File: config.mk
export PLATFORM = sky130hd
export DESIGN_NAME = vc_mem_copy_engine
export DESIGN_NICKNAME = d
export VERILOG_FILES = /design/src/rtl/vc_mem_pkg.sv /design/src/rtl/vc_mem_copy_ctr.sv /design/src/rtl/vc_mem_copy_engine.sv
export SDC_FILE = /design/constraint.sdc
export NUM_CORES = 1
export LEC_CHECK = 0
export ABC_AREA = 1
export ABC_CLOCK_PERIOD_IN_PS = 3000
export BUFFER_PORTS_ARGS = -buffer_cell sky130_fd_sc_hd__clkbuf_2
export CAP_MARGIN = 20
export CORE_UTILIZATION = 45
export DETAILED_ROUTE_END_ITERATION = 6
export PLACE_DENSITY_LB_ADDON = 0.3
export SLEW_MARGIN = 10
export SYNTH_ARGS = -nofsm -noshare
export SYNTH_HDL_FRONTEND = slang
export SYNTH_SLANG_ARGS = --single-unit
File: constraint.sdc
create_clock -name clk -period 3 [get_ports clk]
set_input_delay 0.6 -clock clk [delete_from_list [all_inputs] [get_ports clk]]
set_output_delay 0.6 -clock clk [all_outputs]
set_load 0.01 [all_outputs]
File: src/rtl/vc_mem_pkg.sv
// Shared memory-request definitions for the vc_mem blocks: request type codes
// and the copy-engine state encoding.
package vc_mem_pkg;

  localparam logic MEM_RD = 1'b0;
  localparam logic MEM_WR = 1'b1;

  typedef logic [2:0] copy_state_t;

  localparam copy_state_t IDLE    = 3'd0;
  localparam copy_state_t RD_REQ  = 3'd1;
  localparam copy_state_t RD_WAIT = 3'd2;
  localparam copy_state_t WR_REQ  = 3'd3;
  localparam copy_state_t DONE    = 3'd4;

endpackage

File: src/rtl/vc_mem_copy_ctr.sv
// Address/count tracker for the copy engine: source and destination word
// pointers plus the remaining word count.
module vc_mem_copy_ctr #(
  parameter int unsigned ADDR_SZ    = 8,
  parameter int unsigned LEN_SZ     = 8,
  parameter int unsigned ADDR_SHIFT = 2
) (
  input  logic               clk,
  input  logic               reset,
  input  logic               load_i,
  input  logic               advance_i,
  input  logic [ADDR_SZ-1:0] src_i,
  input  logic [ADDR_SZ-1:0] dst_i,
  input  logic [LEN_SZ-1:0]  len_i,
  output logic [ADDR_SZ-1:0] sa_o,
  output logic [ADDR_SZ-1:0] da_o,
  output logic               last_o
);

  localparam logic [ADDR_SZ-1:0] STRIDE = ADDR_SZ'(1 << ADDR_SHIFT);

  logic [ADDR_SZ-1:0] sa_q, sa_d;
  logic [ADDR_SZ-1:0] da_q, da_d;
  logic [LEN_SZ-1:0]  cnt_q, cnt_d;

  // Pointer increments wrap modulo 2^ADDR_SZ by construction.
  always_comb begin
    sa_d  = sa_q;
    da_d  = da_q;
    cnt_d = cnt_q;
    if (load_i) begin
      sa_d  = src_i;
      da_d  = dst_i;
      cnt_d = len_i;
    end else if (advance_i) begin
      sa_d  = sa_q + STRIDE;
      da_d  = da_q + STRIDE;
      cnt_d = cnt_q - LEN_SZ'(1);
    end
  end

  always_ff @(posedge clk) begin
    if (!reset) begin
      sa_q  <= '0;
      da_q  <= '0;
      cnt_q <= '0;
    end else begin
      sa_q  <= sa_d;
      da_q  <= da_d;
      cnt_q <= cnt_d;
    end
  end

  assign sa_o   = sa_q;
  assign da_o   = da_q;
  assign last_o = (cnt_q == LEN_SZ'(1));

endmodule

File: src/rtl/vc_mem_copy_engine.sv
// Block-copy memory-request initiator: reads each source word and writes it
// to the destination, one read outstanding at a time, then signals done.
module vc_mem_copy_engine #(
  parameter int unsigned ADDR_SZ    = 8,
  parameter int unsigned DATA_SZ    = 32,
  parameter int unsigned ADDR_SHIFT = 2,
  parameter int unsigned LEN_SZ     = 8
) (
  input  logic               clk,
  input  logic               reset,
  input  logic [ADDR_SZ-1:0] cmd_bits_src,
  input  logic [ADDR_SZ-1:0] cmd_bits_dst,
  input  logic [LEN_SZ-1:0]  cmd_bits_len,
  input  logic               cmd_val,
  output logic               cmd_rdy,
  output logic               done_val,
  input  logic               done_rdy,
  output logic               memreq_bits_rw,
  output logic [ADDR_SZ-1:0] memreq_bits_addr,
  output logic [DATA_SZ-1:0] memreq_bits_data,
  output logic               memreq_val,
  input  logic               memreq_rdy,
  input  logic [DATA_SZ-1:0] memresp_bits_data,
  input  logic               memresp_val
);

  import vc_mem_pkg::*;

  copy_state_t        state_q, state_d;
  logic [DATA_SZ-1:0] data_q, data_d;
  logic               ctr_load;
  logic               ctr_adv;
  logic [ADDR_SZ-1:0] sa;
  logic [ADDR_SZ-1:0] da;
  logic               last;

  vc_mem_copy_ctr #(
    .ADDR_SZ    (ADDR_SZ),
    .LEN_SZ     (LEN_SZ),
    .ADDR_SHIFT (ADDR_SHIFT)
  ) u_ctr (
    .clk       (clk),
    .reset     (reset),
    .load_i    (ctr_load),
    .advance_i (ctr_adv),
    .src_i     (cmd_bits_src),
    .dst_i     (cmd_bits_dst),
    .len_i     (cmd_bits_len),
    .sa_o      (sa),
    .da_o      (da),
    .last_o    (last)
  );

  always_comb begin
    state_d  = state_q;
    data_d   = data_q;
    ctr_load = 1'b0;
    ctr_adv  = 1'b0;
    case (state_q)
      IDLE: begin
        if (cmd_val) begin
          ctr_load = 1'b1;
          state_d  = (cmd_bits_len == '0) ? DONE : RD_REQ;
        end
      end
      // A zero-latency memory answers in the same cycle the read is accepted.
      RD_REQ: begin
        if (memreq_rdy) begin
          if (memresp_val) begin
            data_d  = memresp_bits_data;
            state_d = WR_REQ;
          end else begin
            state_d = RD_WAIT;
          end
        end
      end
      RD_WAIT: begin
        if (memresp_val) begin
          data_d  = memresp_bits_data;
          state_d = WR_REQ;
        end
      end
      WR_REQ: begin
        if (memreq_rdy) begin
          ctr_adv = 1'b1;
          state_d = last ? DONE : RD_REQ;
        end
      end
      DONE: begin
        if (done_rdy) state_d = IDLE;
      end
      default: state_d = IDLE;
    endcase
  end

  always_ff @(posedge clk) begin
    if (!reset) begin
      state_q <= IDLE;
      data_q  <= '0;
    end else begin
      state_q <= state_d;
      data_q  <= data_d;
    end
  end

  // Outputs come from registered state only, held at zero while in reset.
  assign cmd_rdy          = reset && (state_q == IDLE);
  assign done_val         = reset && (state_q == DONE);
  assign memreq_val       = reset && ((state_q == RD_REQ) || (state_q == WR_REQ));
  assign memreq_bits_rw   = (reset && (state_q == WR_REQ)) ? MEM_WR : MEM_RD;
  assign memreq_bits_addr = !reset              ? '0 :
                            (state_q == RD_REQ) ? sa :
                            (state_q == WR_REQ) ? da : '0;
  assign memreq_bits_data = (reset && (state_q == WR_REQ)) ? data_q : '0;

endmodule
==> metrics.log <==
[metrics] via count: 3109
[metrics] floorplan core area: 6460 sq um
[metrics] PortBufs: 105
[metrics] clock tree sinks: 59
[metrics] setup repair after global routing missed its margin: no
[metrics] Worst EP required: 2.40 ns
[metrics] DRC errors left: 5
[metrics] buffering stage count on the worst path with inverters included: 3
[metrics] count of different cell masters after synthesis: 32
[metrics] placed wire-length estimate: 5200 um
[metrics] cell-by-cell listing of the critical path: inv_1 -> nor2_2 -> nand2_2 -> nor2_2 -> inv_2 -> nor2_1 -> clkbuf_2
[metrics] number of top-level design ports: 106
[metrics] setup bufs post-CTS: 0
[metrics] CTS tree: done
[metrics] category of the worst setup path launch point: register
[metrics] mean instance size in the synthesized netlist: 6.79 sq um
[metrics] CP Data Arrival Time: 1.72 ns
[metrics] Crit Path Class: register to output pin
[metrics] maximum clock path buffer count: 2
[metrics] Worst Tran Pin Value: 0.731 ns
[metrics] Pre-Repair DR Iteration Count: 6
[metrics] Fin Hold WS: 0.455 ns
[metrics] achievable frequency: 431 MHz
[metrics] pin count of the biggest net entering global routing: 65
[metrics] outcome: complete, but fails checks
[metrics] pwr dens: 817 nW/um^2
[metrics] post-place instance area: 3570 sq um
[metrics] cell internal pwr: 1920 uW
[metrics] Mapped Area: 3050 sq um
[metrics] Relative slew margins: 51.2%
[metrics] via/cell ratio: 4.95
[metrics] maximum capacitance violations: 0
[metrics] Antenna Nets Post-Route: 0
[metrics] synthesis-to-finish area growth: 24.3%
[metrics] failing checks: design-rule violations
[metrics] overall die height: 84.3 um
[metrics] Slowest-stage cell, CP: sky130_fd_sc_hd__dfxtp_1
[metrics] Overflow after GRT: 0
[metrics] post-cts resize count: 0
[metrics] switching share of total power: 38.0%
[metrics] max-slew violation count: 0
[metrics] average wire per cell in the routed design: 11.8 um
[metrics] Filler Cell Count: 647
[metrics] most used cells in the layout excluding fill and tap cells: sky130_fd_sc_hd__clkbuf_2, sky130_fd_sc_hd__nor2_1, sky130_fd_sc_hd__nand2_1
[metrics] first-pass GRT wire length: 12600 um
[metrics] VDD IR-drop max: 0.000343 V
[metrics] antenna cells: 0
[metrics] number of global-route vias before repair: 2819
[metrics] initial core utilization: 47.2%
[metrics] horizontal die dimension: 84.3 um
[metrics] Hold Buf Count CTS: 0
[metrics] CP Max Fanout: 32
[metrics] Tcrit/Tclk final: 77.3%
[metrics] final setup violation count: 0
[metrics] most instantiated flip-flop cell in the synthesis netlist: sky130_fd_sc_hd__dfxtp_1
[metrics] Placement Rows: 29
[metrics] Initial DRC Count: 168
[metrics] sequential area share after synthesis: 38.7%
[metrics] final-layout setup total negative slack: 0 ns
[metrics] DRT Wirelength: 7430 um
[metrics] combined global-route utilization of all metal layers: 22.0%
[metrics] clock latency at the later pin of the worst-skew pair: 0.33 ns
[metrics] share of async-settable or async-resettable flops after synthesis: 0%
[metrics] dominant delay contributor by cell family on the critical path: simple AND/OR/NAND/NOR gates
[metrics] number of synthesized register bits: 59
[metrics] clock transition at the registers of the reported paths: 0.06 ns
[metrics] net switching component of the power: 1180 uW
[metrics] count of warnings emitted by yosys: 0
[metrics] final-report hold violation count: 0
[metrics] clock share of power: 26.4%
[metrics] dominant cell type by area after synthesis: sky130_fd_sc_hd__dfxtp_1
[metrics] Logic pwr share: 34.6%
[metrics] worst hold path class: register to register
[metrics] synthesized net count: 515
[metrics] fraction of layout instances using a drive strength above 1: 25.8%
[metrics] leading cell type in the layout, fill and taps excluded: sky130_fd_sc_hd__clkbuf_2
[metrics] Final nets: 613
[metrics] post-route total power: 3100 uW
[metrics] static power due to leakage: 0.00181 uW
[metrics] library cell appearing most often on the critical path: sky130_fd_sc_hd__nor2_2
[metrics] post-route clock skew: 0.00936 ns
[metrics] initial antenna violation count: 0
[metrics] final cell area excluding filler cells: 3790 sq um
[metrics] cts bufs inserted: 9
[metrics] number of H-tree levels: 3
[metrics] cell count after synthesis: 449
[metrics] CP Capture Type: output pin
[metrics] RD Place Congestion: 0.829
[metrics] biggest area contributors in the synthesized netlist: sky130_fd_sc_hd__dfxtp_1, sky130_fd_sc_hd__nor2_1, sky130_fd_sc_hd__nand2_1
[metrics] share of power burned in registers: 39.0%
[metrics] Critical Path Max Stage Delay: 0.42 ns
[metrics] total die area: 7110 sq um
[metrics] clk root buf: sky130_fd_sc_hd__clkbuf_8
[metrics] count of flip-flops with a built-in enable after synthesis: 0
[metrics] time the final worst path needs with I/O delays and setup: 2.32 ns
[metrics] top-area cell type share of the netlist area: 38.7%
## registers in the layout, indices dropped and copies added, names as in the netlist
signal / cells
u_ctr.da_o: 8
u_ctr.sa_o: 8
data_q: 32
u_ctr.cnt_q: 8
state_q: 3
## final cells by class
cell class | instances | area [sq um] | area share (%)
flip-flops and latches | 59 | 1180 | 31.2
inverters | 65 | 246 | 6.50
multi-input cells | 304 | 1490 | 39.4
repair buffers | 108 | 548 | 14.5
clock buffers | 11 | 151 | 3.99
well taps | 77 | 96.3 | 2.54
clock inverters | 4 | 73.8 | 1.95
## cells by family (layout without fill, tap and decap cells)
family / Yosys count / count (layout) / share of synthesized area, %
flip-flops: 59 / 59 / 38.7
XOR/XNOR: 6 / 6 / 1.72
adder cells (fa/ha/maj): 4 / 4 / 1.64
buffers and inverters: 86 / 188 / 12.3
AO/OA/AOI/OAI: 110 / 110 / 19.2
AND/OR/NAND/NOR: 184 / 184 / 26.4
## path summary, 6_finish.rpt
kind | startpoint | end | slack (ns) | cells after the start
setup / recovery | state_q[0] | memreq_bits_data[24] | 0.68 | 7
hold / removal | data_q[7] | data_q[7] | 0.46 | 2
setup reg to reg | state_q[1] | u_ctr.da_o[4] | 1.15 | 9
hold reg to reg | data_q[7] | data_q[7] | 0.46 | 2
## per-stage QoR
| step | instances | utilization (%) | setup WS [ns] |
|---|---|---|---|
| after global placement | 613 | 55.2 | 0.965 |
| after detailed placement | 613 | 55.2 | 0.965 |
| after floorplan | 449 | - | 1.06 |
| after global routing | 628 | 58.7 | 0.512 |
| after CTS | 628 | 58.7 | 0.657 |
| final | 628 | 58.7 | 0.682 |
## power by group through the flow
stage	combinational [uW]	sequential, uW	clock [uW]
6_report	1070	1210	818
5_1_grt	1240	1240	875
4_1_cts	1070	1210	840
3_5_place_dp	1070	1220	0
3_3_place_gp	1050	1210	0
2_1_floorplan	868	1180	0
## synth_stat cells, types with 2 or more instances
cell type	count
sky130_fd_sc_hd__o21ai_0	50
sky130_fd_sc_hd__buf_4	2
sky130_fd_sc_hd__nand4_1	4
sky130_fd_sc_hd__a22oi_1	8
sky130_fd_sc_hd__a21oi_1	40
sky130_fd_sc_hd__nand3b_1	2
sky130_fd_sc_hd__o21ai_1	3
sky130_fd_sc_hd__nor3_1	3
sky130_fd_sc_hd__dfxtp_1	59
sky130_fd_sc_hd__ha_1	4
sky130_fd_sc_hd__nor2_1	74
sky130_fd_sc_hd__inv_2	5
sky130_fd_sc_hd__o211ai_1	2
sky130_fd_sc_hd__nor2_2	3
sky130_fd_sc_hd__nand2_2	5
sky130_fd_sc_hd__buf_2	9
sky130_fd_sc_hd__inv_1	59
sky130_fd_sc_hd__o21bai_1	2
sky130_fd_sc_hd__a31oi_1	5
sky130_fd_sc_hd__nand3_1	17
sky130_fd_sc_hd__buf_6	4
sky130_fd_sc_hd__xor2_1	6
sky130_fd_sc_hd__clkbuf_1	6
sky130_fd_sc_hd__nand2_1	69
## layer usage
layer,part of all wire [%],track usage [%],vias up
met2,47,37.7,82
met3,5.8,3.93,10
met1,46,27.0,1381
met5,0,0,-
li1,-,-,1636
met4,1.6,10.0,0
## worst reg2reg max path, cell delays in order, from the launching register on
cell and delay (ns):
sky130_fd_sc_hd__dfxtp_1 0.43, sky130_fd_sc_hd__inv_2 0.13, sky130_fd_sc_hd__nand2_2 0.12, sky130_fd_sc_hd__inv_2 0.06, sky130_fd_sc_hd__nand2_1 0.18, sky130_fd_sc_hd__buf_4 0.26, sky130_fd_sc_hd__nand2_1 0.15, sky130_fd_sc_hd__inv_2 0.20
sky130_fd_sc_hd__nand2_1 0.09, sky130_fd_sc_hd__a31oi_1 0.16
(Power assumes the default switching activity.)
